$ cat config.mk
export PLATFORM = sky130hd
export DESIGN_NAME = rr_tdm_tx
export DESIGN_NICKNAME = d
export VERILOG_FILES = /design/src/rtl/rr_tdm_tx.sv
export SDC_FILE = /design/constraint.sdc
export NUM_CORES = 1
export LEC_CHECK = 0
export CORE_AREA = 2 2 93 95
export DETAILED_ROUTE_END_ITERATION = 10
export DIE_AREA = 0 0 95 97
export PLACE_DENSITY = 0.78
export SLEW_MARGIN = 40
export SYNTH_ARGS = -nofsm -noshare
export SYNTH_HDL_FRONTEND = slang
export SYNTH_SLANG_ARGS = --single-unit
$ cat constraint.sdc
create_clock -name clk -period 2.6 [get_ports clk]
set_input_delay 0.52 -clock clk [delete_from_list [all_inputs] [get_ports clk]]
set_output_delay 0.52 -clock clk [all_outputs]
set_load 0.01 [all_outputs]
$ cat src/rtl/rr_tdm_tx.sv
// rr_tdm_tx: two-channel round-robin TDM transmitter.
// Per-channel FIFOs feed one shared registered bus in strict alternating
// slots (slot 0 = channel 0, slot 1 = channel 1). Empty slots are sent as
// idles and counted per channel in saturating underrun counters.
module rr_tdm_tx #(
   parameter int unsigned WIDTH      = 8,
   parameter int unsigned FIFO_DEPTH = 4,
   parameter int unsigned CNT_WIDTH  = 8
) (
   input  logic                 clk,
   input  logic                 rst,
   input  logic                 enable,
   input  logic [WIDTH-1:0]     din0,
   input  logic                 din0_valid,
   output logic                 din0_ready,
   input  logic [WIDTH-1:0]     din1,
   input  logic                 din1_valid,
   output logic                 din1_ready,
   output logic [WIDTH-1:0]     dout,
   output logic                 dout_valid,
   output logic                 dout_slot,
   output logic [CNT_WIDTH-1:0] underrun0,
   output logic [CNT_WIDTH-1:0] underrun1
);

   localparam int unsigned AW = (FIFO_DEPTH > 1) ? $clog2(FIFO_DEPTH) : 1;
   localparam int unsigned CW = AW + 1;
   localparam logic [CW-1:0]        FULL    = CW'(FIFO_DEPTH);
   localparam logic [CNT_WIDTH-1:0] CNT_MAX = '1;

   logic [WIDTH-1:0] mem0 [FIFO_DEPTH];
   logic [WIDTH-1:0] mem1 [FIFO_DEPTH];
   logic [AW-1:0]    wr_ptr0, rd_ptr0, wr_ptr1, rd_ptr1;
   logic [CW-1:0]    count0, count1;
   logic             slot;

   logic             push0, push1, pop0, pop1, empty0, empty1;
   logic             slot_nxt, dout_valid_nxt, dout_slot_nxt;
   logic [WIDTH-1:0] dout_nxt;
   logic [CNT_WIDTH-1:0] underrun0_nxt, underrun1_nxt;

   // Write-side handshake: ready depends only on fullness, never on a same-cycle pop
   assign din0_ready = rst & (count0 != FULL);
   assign din1_ready = rst & (count1 != FULL);
   assign push0      = din0_valid & din0_ready;
   assign push1      = din1_valid & din1_ready;
   assign empty0     = (count0 == '0);
   assign empty1     = (count1 == '0);

   // Slot scheduler, pop decision and next output word / underrun values
   always_comb begin
      slot_nxt       = 1'b0;
      pop0           = 1'b0;
      pop1           = 1'b0;
      dout_nxt       = dout;
      dout_valid_nxt = 1'b0;
      dout_slot_nxt  = 1'b0;
      underrun0_nxt  = underrun0;
      underrun1_nxt  = underrun1;
      if (enable) begin
         slot_nxt      = ~slot;
         dout_slot_nxt = slot;
         if (!slot) begin
            if (!empty0) begin
               pop0           = 1'b1;
               dout_nxt       = mem0[rd_ptr0];
               dout_valid_nxt = 1'b1;
            end else if (underrun0 != CNT_MAX) begin
               underrun0_nxt = underrun0 + CNT_WIDTH'(1);
            end
         end else begin
            if (!empty1) begin
               pop1           = 1'b1;
               dout_nxt       = mem1[rd_ptr1];
               dout_valid_nxt = 1'b1;
            end else if (underrun1 != CNT_MAX) begin
               underrun1_nxt = underrun1 + CNT_WIDTH'(1);
            end
         end
      end
   end

   // Output bus, slot phase and underrun counters
   always_ff @(posedge clk or negedge rst) begin
      if (!rst) begin
         slot       <= 1'b0;
         dout       <= '0;
         dout_valid <= 1'b0;
         dout_slot  <= 1'b0;
         underrun0  <= '0;
         underrun1  <= '0;
      end else begin
         slot       <= slot_nxt;
         dout       <= dout_nxt;
         dout_valid <= dout_valid_nxt;
         dout_slot  <= dout_slot_nxt;
         underrun0  <= underrun0_nxt;
         underrun1  <= underrun1_nxt;
      end
   end

   // Channel 0 FIFO pointers and occupancy
   always_ff @(posedge clk or negedge rst) begin
      if (!rst) begin
         wr_ptr0 <= '0;
         rd_ptr0 <= '0;
         count0  <= '0;
      end else begin
         if (push0) wr_ptr0 <= wr_ptr0 + AW'(1);
         if (pop0)  rd_ptr0 <= rd_ptr0 + AW'(1);
         if (push0 && !pop0)      count0 <= count0 + CW'(1);
         else if (!push0 && pop0) count0 <= count0 - CW'(1);
      end
   end

   // Channel 1 FIFO pointers and occupancy
   always_ff @(posedge clk or negedge rst) begin
      if (!rst) begin
         wr_ptr1 <= '0;
         rd_ptr1 <= '0;
         count1  <= '0;
      end else begin
         if (push1) wr_ptr1 <= wr_ptr1 + AW'(1);
         if (pop1)  rd_ptr1 <= rd_ptr1 + AW'(1);
         if (push1 && !pop1)      count1 <= count1 + CW'(1);
         else if (!push1 && pop1) count1 <= count1 - CW'(1);
      end
   end

   // FIFO storage; contents are only ever read behind a valid count, so no reset
   always_ff @(posedge clk) begin
      if (push0) mem0[wr_ptr0] <= din0;
      if (push1) mem1[wr_ptr1] <= din1;
   end

endmodule

# Word-level counts from Yosys, hierarchy flattened
# Memory sizes are Yosys's and may differ from the RTL's.
# Index checks and enable logic that the tools add are counted.
# totals
ff_bits,41
ram_bits,64
in_bits,21
word_cells,71
memories,2
# classes
addsub,10
n_eq_ne,6
muxes,21
bitwise,5
reduce_logical,15
# memory_table
memory,depth,word_bits,rd,rd_ports_with_merged_regs,write_ports,line_no,rtl
mem0,4,8,1,0,1,31,logic [WIDTH-1:0] mem0 [FIFO_DEPTH];
mem1,4,8,1,0,1,32,logic [WIDTH-1:0] mem1 [FIFO_DEPTH];
# ops
cell,count
2-to-1 mux 8 bit,3
adder 8 x 1 -> 8 bit (second input constant),2
!= test 8 bit (second input constant),2
2-to-1 mux 1 bit,14
2-to-1 mux 3 bit,4
adder 2 x 1 -> 2 bit (second input constant),4
AND reduction 4 bit,2
adder 3 x 1 -> 3 bit (second input constant),2
zero test 3 bit,2
!= test 3 bit (second input constant),2
subtractor 3 x 1 -> 3 bit (second input constant),2
AND 1 bit,4
logical AND 1 bit,4
zero test 1 bit,4
!= test 2 bit (second input constant),2
nonzero test 2 bit,2
AND reduction 3 bit,1
inverter 1 bit,1

# Longest topological paths before layout
# Gate-level depths: netlist of the first run.
# logic_depth
word_depth,7
depth_mapped,9
depth_no_buf,9

# Worst setup path after synthesis of the first run
# Ideal clock, no wire load.
# synth_path
path_kind,input port to flip-flop
startpoint,in rst
endpoint,reg count0[2]
arrival_ps,2108
t_required_ps,2521
setup_slack_ps,412
stages,8
n_path_buf,0
path_cell_list,a21boi_1 > and2_1 > ha_1 > inv_1 > fa_1 > xor2_1 > nor2_1 > xor2_1
# synth_via
elab_chain_len,5
elab_cells_between_ends,7
cone_classes,mux (1); bitwise (2); reduce/logical (4)
# synth_rtl
item,line_no,rtl
start: declaration,11,"input logic rst,"
AND 1 bit (*),43,assign din0_ready = rst & (count0 != FULL);
AND 1 bit (*),45,assign push0 = din0_valid & din0_ready;
net push0,37,"logic push0, push1, pop0, pop1, empty0, empty1;"
zero test 1 bit,112,else if (!push0 && pop0) count0 <= count0 - CW'(1);
logical AND 1 bit,112,
nonzero test 2 bit (no source line),-,
end signal: assignment,111,if (push0 && !pop0) count0 <= count0 + CW'(1);
end signal: assignment,112,
end: declaration,34,"logic [CW-1:0] count0, count1;"
# Mark *: on every way through the listed nets, which the timed path passes. The rest lies on a longest branch.
# A chain may end at the register's enable or synchronous reset.

# Worst setup path in the final report of the first run
# layout_path
startpoint,reg count1[0]
endpoint,out din1_ready
# layout_via
elab_chain_len,2
# layout_rtl
item,line_no,rtl
start: declaration,34,
start signal: assignment,125,if (push1 && !pop1) count1 <= count1 + CW'(1);
start signal: assignment,126,else if (!push1 && pop1) count1 <= count1 - CW'(1);
!= test 3 bit,44,assign din1_ready = rst & (count1 != FULL);
AND 1 bit,44,
end: declaration,18,"output logic din1_ready,"
# No other way between the ends.

==> flow_summary.yaml, run 1 <==
run_status:
  status: "completed"
clock_tree:
  h-tree-depth: 3
  clk_latency_ns: 0.36
  ctsHoldBuffers: 1
  cts_buffers: 9
  clock-sinks: 105
  path_clk_slew_ns: 0.10
  cts_resized: 0
  clockBufferDepth: 2
  cts_root_buffer: "clkbuf_8"
  cts_tree: "yes"
  post_cts_buffers: 0
route:
  dr.max_layer_used: "met4"
  drc: 0
  wl_met3_um: 211
  drt_iter0_drc: 101
  met1_length_mm: 3.69
  met2_wirelength_mm: 3.78
  drtPass1Iterations: 4
  postRouteAntennaNets: 0
  vias_per_cell: 5.46
  wl_per_cell_um: 17.4
  drt_wl_total_mm: 7.81
  vias: 2452
cells_and_area:
  stdcell_count: 449
  drive_gt1_share_pct: 15.4
  layout_commonest_cell: "edfxtp_1"
  final_cell_mix: "edfxtp_1 (64), clkdlybuf4s50_1 (47), dfrtp_1 (41)"
  fillCellCount: 591
  syn2layout_area_growth_pct: 17.6
  antennaDiodeCount: 0
  finish.net_count: 374
logic_synthesis:
  synth_cell_type_count: 39
  syn-num-nets: 315
  syn_inst: 280
  synth_area_um2: 4500
  ys_seq_elements: 105
  synth.largest_area_cell: "edfxtp_1"
  synth_seq_area_share_pct: 65.4
  avgSynthCellArea_um2: 16.1
  synth_top_area_share_pct: 42.7
  synth_area_leaders: "edfxtp_1 (43%), dfrtp_1 (23%), mux4_2 (4.0%)"
  yosysWarnings: 0
die:
  core_um2: 8130
  rows: 33
  dieArea_um2: 9220
  io_pins: 49
  initial_core_util_pct: 55.4
  dieHeight_um: 97
  die_x_um: 95
sta:
  fin_crit_sh_pct: 87.5
  hold_violations: 0
  timing.slew.headroom_pct: 60.0
  skew_ns: 0.00990
  slew_violations: 0
  period_needed_ns: 2.28
  clock.fmax_mhz: 440
  worst_pin_slew_ns: 0.600
  setup_viol_count_final: 0
  rsz0062_at_grt: "no"
  tns_ns: 0
power_and_ir_drop:
  p_leak_uw: 0.00206
  vdd_ir_drop_max_uv: 431
  power.density_nw_per_um2: 925
  finalPower_uw: 4900
setup_path:
  crit_path_end_kind: "primary output"
  critPathCapture: "din1_ready"
  reg2regPathDepth: 8
  reg2reg_to: "count1[2]"
  crit_start: "count1[0]"
  path_max_fanout: 5
  r2r-start: "count1[0]"
  required_ns: 2.08
  cp_data_arrival_time_ns: 1.76
  worst-r2r-setup-slack_ns: 0.47
  critPathLaunchType: "flop"
  critPathKind: "flop to primary output"
job:
  drv_cap: 0
global_route:
  antenna_found_initial: 0
  grt_pass1_vias: 2560
  overflow: 0
  grt_pass1_wl_mm: 12.9
  grt_use_total_pct: 18.6
  grt_max_degree: 36
placed_design:
  dp.cells: 432
  hpwlAfterDp_mm: 5.49
  gp_congestion: 0.756
  portBuffers: 48
worst_hold_path:
  min_path_type: "input port to async pin"
Yosys cell counts, drive strengths merged:
cell,n
nand4,3
ha,12
mux4,8
dfrtp,41
nand2,16
xnor2,11
nor2,6
inv,8
nand3b,1
o21a,1
mux2,20
buf,7
o211ai,1
or2,1
fa,2
mux2i,16
and2,4
nand3,8
o221ai,8
nor2b,1
and3,12
a21boi,2
nand2b,5
xor2,7
a31oi,1
edfxtp,64
or3,1
o21ai,4
nor3,6
clkbuf,2
a41oi,1
kinds of logic (layout without fill, tap and decap cells):
| kind of cell | count (synthesis) | count (layout) | share of synthesized area (%) |
|---|---|---|---|
| mux | 44 | 44 | 13.2 |
| compound gates | 18 | 18 | 4.11 |
| flops | 105 | 105 | 65.4 |
| simple gates | 64 | 64 | 7.64 |
| xor+xnor | 18 | 18 | 3.50 |
| fa+ha+maj | 14 | 14 | 4.22 |
| buf+inv | 17 | 81 | 1.86 |
final cells by class:
class	instances	area, µm²	share of cell area [%]
Sequential cell	105	2950	55.6
Multi-Input combinational cell	158	1470	27.8
Timing Repair Buffer	57	546	10.3
Tap cell	105	131	2.48
Clock buffer	9	124	2.34
Clock inverter	7	47.5	0.897
Inverter	8	30.0	0.567
worst min path at each step:
| stage | start | endpoint | slack (ns) |
|---|---|---|---|
| after global placement | rst | underrun1[6] | 0.38 |
| final | rst | rd_ptr0[0] | 0.26 |
| after CTS | rst | dout[4] | 0.28 |
| after floorplan | rst | count0[0] | 0.22 |
| after global routing | rst | dout[5] | 0.31 |
| after detailed placement | rst | underrun1[6] | 0.38 |
flip-flops by register name, summed over array words and instances, names as in the netlist:
register / count
mem0: 32
mem1: 32
dout: 8
underrun0: 8
underrun1: 8
count0: 3
count1: 3
rd_ptr0: 2
rd_ptr1: 2
wr_ptr0: 2
wr_ptr1: 2
dout_slot: 1
dout_valid: 1
slot: 1
report_power, final:
part	internal (µW)	switching [µW]	leakage [µW]	total, µW
Clock	347	549	0.0000866	896
Sequential	2120	317	0.00109	2440
Combinational	879	690	0.000882	1570
stage by stage:
| step | instance area [µm²] | hold WS, ns | setup WS, ns | util [%] |
|---|---|---|---|---|
| 2_1_floorplan | 4500 | 0.224 | 0.412 | - |
| 3_3_place_gp | 5120 | 0.382 | 0.237 | 62.9 |
| 3_5_place_dp | 5120 | 0.377 | 0.187 | 62.9 |
| 4_1_cts | 5300 | 0.278 | 0.281 | 65.1 |
| 5_1_grt | 5300 | 0.312 | 0.190 | 65.1 |
| 6_report | 5300 | 0.262 | 0.325 | 65.1 |
critical path, stage by stage, from the launching register on:
cell,delay [ns]
dfrtp_1,0.46
nor2_1,0.08
a21boi_1,0.18
buf_4,0.15
clkdlybuf4s50_1,0.52
layer usage:
layer	track usage (%)	up-vias
met5	0	-
met4	7.02	0
met3	3.19	10
met2	28.9	32
met1	26.5	1254
li1	-	1156
Power figures use the tool's default switching activity.
==> inputs of run 2 (changes only) <==
--- a/config.mk
+++ b/config.mk
@@ -5,6 +5,7 @@
 export SDC_FILE = /design/constraint.sdc
 export NUM_CORES = 1
 export LEC_CHECK = 0
+export CAP_MARGIN = 20
 export CORE_AREA = 2 2 93 95
 export DETAILED_ROUTE_END_ITERATION = 10
 export DIE_AREA = 0 0 95 97
==> results of run 2 <==
The final DEF is identical to that of run 1; final timing and power are the same.
==> inputs of run 3 (changes only) <==
--- a/config.mk
+++ b/config.mk
@@ -5,7 +5,6 @@
 export SDC_FILE = /design/constraint.sdc
 export NUM_CORES = 1
 export LEC_CHECK = 0
-export CAP_MARGIN = 20
 export CORE_AREA = 2 2 93 95
 export DETAILED_ROUTE_END_ITERATION = 10
 export DIE_AREA = 0 0 95 97
==> results of run 3 <==
The final DEF is identical to that of run 1; final timing and power are the same.
